`src/rtl/mux_scan_ctrl_pkg.sv`:
```
// Shared types and constants for the mux scan sequencer.
package mux_scan_pkg;
  typedef enum logic {
    IDLE = 1'b0,
    SCAN = 1'b1
  } state_t;

  localparam int NUM_CH = 4;
  localparam int SEL_W  = 2;
  localparam logic [SEL_W-1:0] LAST_CH = 2'd3;
endpackage

```
`src/rtl/mux_scan_ctrl_if.sv`:
```
// Control, mux and sample/frame signals of the scan sequencer.
// There is no valid/ready back-pressure: sample_valid and frame_valid are single-cycle
// pulses that the consumer must capture on the edge where they are high.
interface mux_scan_ctrl_if;
  import mux_scan_pkg::*;

  logic              start;
  logic              cont;
  logic              stop_req;
  logic              mux_out;
  logic [SEL_W-1:0]  sel;
  logic              busy;
  logic              sample_valid;
  logic [SEL_W-1:0]  sample_ch;
  logic              sample_bit;
  logic [NUM_CH-1:0] frame;
  logic              frame_valid;

  modport slave (
    input  start, cont, stop_req, mux_out,
    output sel, busy, sample_valid, sample_ch, sample_bit, frame, frame_valid
  );

  modport master (
    output start, cont, stop_req, mux_out,
    input  sel, busy, sample_valid, sample_ch, sample_bit, frame, frame_valid
  );
endinterface

```
`src/rtl/mux_scan_ctrl_dwell_cnt.sv`:
```
// Dwell counter: counts while enabled and wraps to 0 after DWELL cycles.
// terminal is high during the last cycle of each dwell.
module scan_dwell_cnt #(
  parameter int DWELL = 4,
  parameter int CNT_W = 8
) (
  input  logic clk,
  input  logic rst_n,
  input  logic clear,
  input  logic enable,
  output logic terminal
);
  localparam logic [CNT_W-1:0] TERM = CNT_W'(DWELL - 1);

  logic [CNT_W-1:0] count;

  assign terminal = (count == TERM);

  always_ff @(posedge clk) begin
    if (!rst_n) begin
      count <= '0;
    end else if (clear) begin
      count <= '0;
    end else if (enable) begin
      if (terminal) count <= '0;
      else          count <= count + 1'b1;
    end
  end
endmodule

```
`src/rtl/mux_scan_ctrl.sv`:
```
// Scans a 4-to-1 mux: holds each select for DWELL cycles, samples the mux output
// at the end of each dwell and publishes a 4-bit frame after channel 3.
module mux_scan_ctrl
  import mux_scan_pkg::*;
#(
  parameter int DWELL = 4,
  parameter int CNT_W = 8
) (
  input  logic            clk,
  input  logic            rst_n,
  mux_scan_ctrl_if.slave  bus,
  output state_t          state_dbg
);
  state_t            state, state_nx;
  logic [SEL_W-1:0]  sel_q, sel_nx;
  logic              busy_q, busy_nx;
  logic              sv_q, sv_nx;
  logic [SEL_W-1:0]  sch_q, sch_nx;
  logic              sbit_q, sbit_nx;
  logic [NUM_CH-1:0] frame_q, frame_nx;
  logic              fv_q, fv_nx;
  logic [NUM_CH-1:0] work_q, work_nx;
  logic [NUM_CH-1:0] work_wr;
  logic              cnt_clear;
  logic              terminal;

  scan_dwell_cnt #(
    .DWELL (DWELL),
    .CNT_W (CNT_W)
  ) u_dwell (
    .clk      (clk),
    .rst_n    (rst_n),
    .clear    (cnt_clear),
    .enable   (state == SCAN),
    .terminal (terminal)
  );

  always_comb begin
    state_nx  = state;
    sel_nx    = sel_q;
    busy_nx   = busy_q;
    sv_nx     = 1'b0;
    sch_nx    = sch_q;
    sbit_nx   = sbit_q;
    frame_nx  = frame_q;
    fv_nx     = 1'b0;
    work_nx   = work_q;
    cnt_clear = 1'b0;
    work_wr   = work_q;
    work_wr[sel_q] = bus.mux_out;

    case (state)
      IDLE: begin
        cnt_clear = 1'b1;
        if (bus.start && !bus.stop_req) begin
          state_nx = SCAN;
          sel_nx   = '0;
          busy_nx  = 1'b1;
          work_nx  = '0;
        end
      end
      SCAN: begin
        // Abort beats a coincident sample edge: nothing is sampled or published.
        if (bus.stop_req) begin
          state_nx  = IDLE;
          busy_nx   = 1'b0;
          sel_nx    = '0;
          cnt_clear = 1'b1;
        end else if (terminal) begin
          work_nx = work_wr;
          sv_nx   = 1'b1;
          sch_nx  = sel_q;
          sbit_nx = bus.mux_out;
          if (sel_q != LAST_CH) begin
            sel_nx = sel_q + 2'd1;
          end else begin
            frame_nx = work_wr;
            fv_nx    = 1'b1;
            sel_nx   = '0;
            if (bus.cont) begin
              work_nx = '0;
            end else begin
              state_nx = IDLE;
              busy_nx  = 1'b0;
            end
          end
        end
      end
      default: begin
        state_nx = IDLE;
        busy_nx  = 1'b0;
        sel_nx   = '0;
      end
    endcase
  end

  always_ff @(posedge clk) begin
    if (!rst_n) begin
      state   <= IDLE;
      sel_q   <= '0;
      busy_q  <= 1'b0;
      sv_q    <= 1'b0;
      sch_q   <= '0;
      sbit_q  <= 1'b0;
      frame_q <= '0;
      fv_q    <= 1'b0;
      work_q  <= '0;
    end else begin
      state   <= state_nx;
      sel_q   <= sel_nx;
      busy_q  <= busy_nx;
      sv_q    <= sv_nx;
      sch_q   <= sch_nx;
      sbit_q  <= sbit_nx;
      frame_q <= frame_nx;
      fv_q    <= fv_nx;
      work_q  <= work_nx;
    end
  end

  assign bus.sel          = sel_q;
  assign bus.busy         = busy_q;
  assign bus.sample_valid = sv_q;
  assign bus.sample_ch    = sch_q;
  assign bus.sample_bit   = sbit_q;
  assign bus.frame        = frame_q;
  assign bus.frame_valid  = fv_q;
  assign state_dbg        = state;
endmodule
```
`src/flat_wrapper.sv`:
```
// flat-port wrapper written by rule: the top's interface ports become plain ports
module mux_scan_ctrl_flat import mux_scan_pkg::*;
#(
  parameter int DWELL = 4,
  parameter int CNT_W = 8
)
  (clk, rst_n, state_dbg, bus_start, bus_cont, bus_stop_req, bus_mux_out, bus_sel, bus_busy, bus_sample_valid, bus_sample_ch, bus_sample_bit, bus_frame, bus_frame_valid);
  mux_scan_ctrl_if bus_i ();
  input  logic clk;
  input  logic rst_n;
  output state_t state_dbg;
  input wire logic [$bits(bus_i.start)-1:0] bus_start;
  input wire logic [$bits(bus_i.cont)-1:0] bus_cont;
  input wire logic [$bits(bus_i.stop_req)-1:0] bus_stop_req;
  input wire logic [$bits(bus_i.mux_out)-1:0] bus_mux_out;
  output wire logic [$bits(bus_i.sel)-1:0] bus_sel;
  output wire logic [$bits(bus_i.busy)-1:0] bus_busy;
  output wire logic [$bits(bus_i.sample_valid)-1:0] bus_sample_valid;
  output wire logic [$bits(bus_i.sample_ch)-1:0] bus_sample_ch;
  output wire logic [$bits(bus_i.sample_bit)-1:0] bus_sample_bit;
  output wire logic [$bits(bus_i.frame)-1:0] bus_frame;
  output wire logic [$bits(bus_i.frame_valid)-1:0] bus_frame_valid;
  assign bus_i.start = bus_start;
  assign bus_i.cont = bus_cont;
  assign bus_i.stop_req = bus_stop_req;
  assign bus_i.mux_out = bus_mux_out;
  assign bus_sel = bus_i.sel;
  assign bus_busy = bus_i.busy;
  assign bus_sample_valid = bus_i.sample_valid;
  assign bus_sample_ch = bus_i.sample_ch;
  assign bus_sample_bit = bus_i.sample_bit;
  assign bus_frame = bus_i.frame;
  assign bus_frame_valid = bus_i.frame_valid;
  mux_scan_ctrl #(.DWELL(DWELL), .CNT_W(CNT_W)) u_core (.clk(clk), .rst_n(rst_n), .bus(bus_i), .state_dbg(state_dbg));
endmodule
```
`config.mk`:
```
export PLATFORM = sky130hd
export DESIGN_NAME = mux_scan_ctrl_flat
export DESIGN_NICKNAME = d
export VERILOG_FILES = /design/src/rtl/mux_scan_ctrl_pkg.sv /design/src/rtl/mux_scan_ctrl_if.sv /design/src/rtl/mux_scan_ctrl_dwell_cnt.sv /design/src/rtl/mux_scan_ctrl.sv /design/src/flat_wrapper.sv
export SDC_FILE = /design/constraint.sdc
export NUM_CORES = 1
export LEC_CHECK = 0
export CAP_MARGIN = 40
export CORE_UTILIZATION = 46
export CTS_CLUSTER_DIAMETER = 30
export CTS_CLUSTER_SIZE = 20
export DETAILED_ROUTE_END_ITERATION = 10
export GPL_TIMING_DRIVEN = 0
export PLACE_DENSITY = 0.74
export SYNTH_ARGS = -nofsm -noshare
export SYNTH_HDL_FRONTEND = slang
export SYNTH_SLANG_ARGS = --single-unit
```
`constraint.sdc`:
```
create_clock -name clk -period 1.5 [get_ports clk]
set_input_delay 0.15 -clock clk [delete_from_list [all_inputs] [get_ports clk]]
set_output_delay 0.15 -clock clk [all_outputs]
set_load 0.01 [all_outputs]
```
==> impl_metrics.json, run 1 <==
{
  "crit_required_ns": 1.35,
  "coreArea_sq_um": 2230,
  "clock_power_share_pct": 40.3,
  "place_inst": 163,
  "mostFrequentLayoutCells": "20 x dfxtp_1, 17 x clkdlybuf4s50_1, 14 x nor2_1",
  "totalPowerFinal_w": 0.00119,
  "path_buf_inv": 1,
  "ant_nets": 0,
  "die_w_microns": 50.9,
  "synthesis.area_sq_um": 1100,
  "slew_viol_final": 0,
  "hold_class": "in -> reg",
  "clock_latency_ns": 0.33,
  "grt_max_degree": 15,
  "vias": 953,
  "grt_pass1_vias": 831,
  "wirelength_microns": 2490,
  "p_sw_share_pct": 21.0,
  "synth.area.mux_share_pct": 2.73,
  "vias_per_cell": 5.51,
  "cts_tree": "built",
  "clkSlewWorstSetupHoldPaths_ns": 0.14,
  "crit_chain": "clkdlybuf4s50_1",
  "synth_top_family_by_area": "simple AND/OR/NAND/NOR gates",
  "tns_ns": 0,
  "critPathKind": "reg -> out",
  "hold_depth": 3,
  "synth-seq-cells": 24,
  "path_max_fanout": 4,
  "syn_inst": 118,
  "firstDrtPassIters": 4,
  "clockBufferDepth": 2,
  "ff2ff_setup_slack_ns": 0.04,
  "outcome": "finished clean",
  "crit_path_end_kind": "output port",
  "avgSynthCellArea_sq_um": 9.33,
  "final_common_cell": "dfxtp_1",
  "tightest_slew_ns": 0.481,
  "synth-async-reset-ratio_pct": 0,
  "h-tree-depth": 1,
  "p_comb_share_pct": 5.7,
  "hold_viol": 0,
  "io_buffers": 17,
  "intPower_w": 0.000942,
  "place.gp.congestion": 0.756,
  "peakVddDrop_v": 0.000745,
  "maxClockFrequency_mhz": 686,
  "synthDistinctLibCells": 34,
  "cap_violations": 0,
  "n_fill_cell": 202,
  "cpLargestDelayFamily": "buffers and inverters",
  "syn-num-nets": 129,
  "drtIter0Drc": 18,
  "hp-start": "rst_n",
  "seq_power_share_pct": 54.1,
  "layout-drive-gt1-share_pct": 22.1,
  "die-height_microns": 50.9,
  "relSlewSlack_pct": 67.9,
  "start_util_pct": 49.3,
  "rsz0062_at_grt": "yes",
  "r2r_end": "u_core.work_q[2]",
  "synth_top_area_share_pct": 43.6,
  "reg2reg_from": "u_core.u_dwell.count[1]",
  "min_period_ns": 1.46,
  "synth-edff-count": 0,
  "synthTopCellsByArea": "dfxtp_1 44%, ha_1 5.7%, nor2_1 4.8%",
  "nNetsFinal": 157,
  "crit_slowest_cell": "clkdlybuf4s50_1",
  "root_buffer": "clkbuf_4",
  "whs_endpoint": "u_core.bus.frame[3]",
  "fin_cells": 173,
  "pwr_density_cell_nw_per_um2": 815,
  "clock_skew_ns": 0.0109,
  "syn_to_final_growth_pct": 33.0,
  "die-area_sq_um": 2590,
  "p_sw_w": 0.000251,
  "cts.sinks": 24,
  "reg2reg_depth": 6,
  "numCtsBuffers": 3,
  "synth-main-ff-cell": "dfxtp_1",
  "fin_crit_sh_pct": 97.2,
  "max_stage_delay_ns": 0.56,
  "grt_pass1_wl_microns": 4000,
  "synthXorXnorAreaFrac_pct": 5.57,
  "antenna_found_initial": 0,
  "yosysSeqAreaShare_pct": 43.6,
  "drc_errors": 0,
  "ios": 19,
  "p_leak_nw": 0.504,
  "wl_per_cell_microns": 14.4,
  "yosys_warnings": 0,
  "ctsHoldBuffers": 0,
  "antennaDiodeCount": 0,
  "dp_hpwl_microns": 1640,
  "worst_setup_path_start_kind": "flop",
  "crit_cells": 1,
  "grt_overflow": 0,
  "synthSimpleGateAreaFrac_pct": 27.3,
  "synth-adder-area-share_pct": 5.68,
  "setup_viol": 0,
  "rows": 17,
  "arrival_ns": 1.31,
  "synth_top_cell_by_area": "dfxtp_1",
  "synth-compound-area-share_pct": 12.5,
  "grtUsageTotal_pct": 20.7
}
[power groups by stage]
stage          registers (W)  clock network [W]  logic [W]
6_report            0.000645           0.000480  0.0000675
5_1_grt             0.000646           0.000507  0.0000734
4_1_cts             0.000645           0.000486  0.0000656
3_5_place_dp        0.000659                  0  0.0000648
3_3_place_gp        0.000659                  0  0.0000632
2_1_floorplan       0.000661                  0  0.0000312
[final cells by class]
type / count / area, sq um / area share (%)
sequential: 24 / 485 / 33.2
buffer: 4 / 23.8 / 1.62
multi-input combinational: 87 / 637 / 43.5
inverter: 3 / 11.3 / 0.769
clock inverter: 1 / 30.0 / 2.05
timing repair buffer: 23 / 219 / 15.0
tap: 28 / 35.0 / 2.39
clock buffer: 3 / 22.5 / 1.54
[routing by layer]
| metal | share of wire, % | GRT usage, % |
|---|---|---|
| met3 | 5.0 | 3.87 |
| met2 | 47 | 31.1 |
| met4 | 2.5 | 11.6 |
| met1 | 45 | 27.7 |
| met5 | 0 | 0 |
[synthesized netlist by cell type (3+ instances only)]
master    number
nor2_1        14
a21oi_1        3
nor3_1         3
nand2_1       11
dfxtp_1       24
o31ai_1        3
ha_1           5
nand3_1        8
o21ai_1        5
xor2_1         3
nand3b_1       3
xnor2_1        4
mux2i_1        3
nand4_1        3
[through the flow]
step           setup slack, ns  utilization, %  area, sq um  hold WS [ns]
2_1_floorplan           0.0652               -         1100         0.229
3_3_place_gp           -0.0761            58.5         1310         0.443
3_5_place_dp            -0.161            58.5         1310         0.452
4_1_cts                 0.0189            62.5         1400         0.201
5_1_grt                -0.0653            65.5         1460         0.249
6_report                0.0423            65.5         1460         0.211
[worst max-delay path by stage]
| stage | slack, ns | endpoint | from |
|---|---|---|---|
| floorplan | 0.07 | u_core.bus.frame[1] | u_core.u_dwell.count[0] |
| global placement | -0.08 | u_core.bus.frame[2] | bus_stop_req |
| detailed placement | -0.16 | u_core.work_q[2] | bus_stop_req |
| CTS | 0.02 | u_core.work_q[2] | u_core.u_dwell.count[0] |
| global route | -0.07 | u_core.work_q[2] | u_core.bus.sel[1] |
| finish | 0.04 | bus_sel[1] | u_core.bus.sel[1] |
[worst register-to-register path, stage by stage (launching register included)]
cell and delay, ns:
dfxtp_2 0.38, ha_4 0.14, nor4b_4 0.17, buf_4 0.18, nand3_4 0.13, or2_4 0.30
o21ai_2 0.12
[kinds of logic after synthesis]
logic type      Yosys count
compound gates           19
buf+inv                   7
mux                       3
xor+xnor                  7
simple gates             53
flops                    24
fa+ha+maj                 5
[registers in the layout, summed over array words and instances, names as in the netlist]
register,cells
u_core.bus.sample_bit,1
u_core.u_dwell.count,8
u_core.work_q,3
u_core.state_dbg,1
u_core.bus.sel,2
u_core.bus.busy,1
u_core.bus.frame,4
u_core.bus.frame_valid,1
u_core.bus.sample_ch,2
u_core.bus.sample_valid,1
[what timing repair did]
item / in CTS / in global routing
endpoints found under the setup margin: 21 / 19
setup buffers: 3 / 3
pin swaps: 2 / 8
gates resized for setup: 4 / 13
endpoints found under the hold margin: 0 / 0
(Power assumes the default switching activity.)
==> run 2, diff against run 1 <==
Settings changed: GPL_ROUTABILITY_DRIVEN set to 0.
==> results of run 2 <==
Final layout, timing and power as in run 1 (identical DEF).
==> run 3, diff against run 2 <==
Settings changed: PLACE_DENSITY 0.74 to 0.75.
==> run 3 against run 2 <==
First-iteration DRC count fell by 33%. Highest routed layer unchanged. Fmax up 0.61%. Wire length decreased by 1.3%.
==> impl_metrics.json, run 3 (synthesized netlist as in run 1, its figures left out) <==
{
  "rsz0062_at_grt": "yes",
  "place_inst": 163,
  "nNetsFinal": 158,
  "wl_per_cell_microns": 14.1,
  "slew_viol_final": 0,
  "p_leak_nw": 0.510,
  "setup_viol": 0,
  "crit_required_ns": 1.70,
  "firstDrtPassIters": 4,
  "die_w_microns": 50.9,
  "pwr_density_cell_nw_per_um2": 707,
  "cts_tree": "built",
  "io_buffers": 17,
  "rows": 17,
  "critPathKind": "reg -> reg",
  "final_common_cell": "dfxtp_1",
  "outcome": "finished clean",
  "antenna_found_initial": 0,
  "numCtsBuffers": 3,
  "cap_violations": 0,
  "ant_nets": 0,
  "grt_max_degree": 14,
  "whs_ns": 0.231,
  "top_layer": "met4",
  "crit_chain": "ha_4, nor4b_4, buf_4, nand2_1, nand3_1, nor2_1",
  "placed_area_sq_um": 1310,
  "largest_register": "u_core.u_dwell.count",
  "met1_length_microns": 1120,
  "cts.sinks": 24,
  "clock_skew_ns": 0.00531,
  "largest_reg_flops": 8,
  "arrival_ns": 1.65,
  "clock_latency_ns": 0.31,
  "max_stage_delay_ns": 0.37,
  "coreArea_sq_um": 2230,
  "peakVddDrop_v": 0.000514,
  "tightest_slew_ns": 0.546,
  "fin_crit_sh_pct": 96.6,
  "relSlewSlack_pct": 63.6,
  "grtUsageTotal_pct": 19.7,
  "root_buffer": "clkbuf_4",
  "crit_slowest_cell": "dfxtp_2",
  "vias": 963,
  "hold_viol": 0,
  "crit_path_end_kind": "flop",
  "maxClockFrequency_mhz": 690,
  "drc_errors": 0,
  "vias_per_cell": 5.53,
  "hold_class": "in -> reg",
  "ctsHoldBuffers": 0,
  "fin_cells": 174,
  "worst_setup_path_start_kind": "flop",
  "finalInstanceArea_sq_um": 1490,
  "syn_to_final_growth_pct": 35.7,
  "grt_pass1_wl_microns": 3840,
  "layout-drive-gt1-share_pct": 23.3,
  "met3_length_microns": 101,
  "wirelength_microns": 2460,
  "dp_hpwl_microns": 1640,
  "mostFrequentLayoutCells": "20 x dfxtp_1, 17 x clkdlybuf4s50_1, 14 x nor2_1",
  "die-area_sq_um": 2590,
  "h-tree-depth": 1,
  "ios": 19,
  "start_util_pct": 49.3,
  "grt_overflow": 0,
  "drtIter0Drc": 12,
  "clkSlewWorstSetupHoldPaths_ns": 0.13,
  "antennaDiodeCount": 0,
  "path_max_fanout": 7,
  "min_period_ns": 1.45,
  "die-height_microns": 50.9,
  "grt_pass1_vias": 894,
  "dr_wl_met2_microns": 1200,
  "clockBufferDepth": 2
}
==> run 3: layout make-up <==
type	instances	area (sq um)
fill	193	739
buffer	4	23.8
multi-input combinational	87	667
inverter	3	11.3
timing repair buffer	24	235
sequential	24	485
tap	28	35.0
clock buffer	4	36.3
==> run 3: final timing paths <==
path | to | startpoint | cells after the start | slack (ns)
setup / recovery | u_core.u_dwell.count[7] | u_core.u_dwell.count[1] | 6 | 0.05
hold / removal | u_core.bus.frame[3] | rst_n | 3 | 0.23
setup reg to reg | u_core.u_dwell.count[7] | u_core.u_dwell.count[1] | 6 | 0.05
hold reg to reg | u_core.bus.sample_bit | u_core.bus.sample_bit | 2 | 0.47
==> run 3: critical path: cells and delay by family (launching register included) <==
family                     cells  cell delay (ns)
DFF                            1             0.37
adders and majority gates      1             0.13
and+or+nand+nor                4             0.66
buffers and inverters          1             0.18
==> run 3: layer usage <==
layer,vias up,GRT usage [%]
met5,-,0
met4,0,9.26
met3,5,2.98
met2,27,33.1
met1,459,24.4
li1,472,-
==> run 3: timing repair <==
| action | in CTS | in global routing |
|---|---|---|
| pin swaps | 0 | 7 |
| gates resized for setup | 5 | 14 |
| setup endpoints to repair | 21 | 19 |
| setup buffers | 3 | 4 |
==> run 3: per-stage QoR <==
stage | TNS, ns | power [W] | setup slack [ns] | utilization [%]
floorplan | 0 | 0.000692 | 0.0652 | -
global placement | -0.950 | 0.000723 | -0.109 | 58.5
detailed placement | -1.57 | 0.000724 | -0.152 | 58.5
CTS | 0 | 0.00106 | 0.00562 | 61.6
global route | -0.112 | 0.00108 | -0.0213 | 66.9
finish | 0 | 0.00106 | 0.0512 | 66.9
==> run 3: power breakdown <==
group | total [W] | leakage [nW] | internal, W | switching (W)
clock network | 0.000342 | 0.0210 | 0.000148 | 0.000194
registers | 0.000645 | 0.196 | 0.000642 | 0.00000321
logic | 0.0000685 | 0.294 | 0.0000297 | 0.0000388
total | 0.00106 | 0.510 | 0.000820 | 0.000236
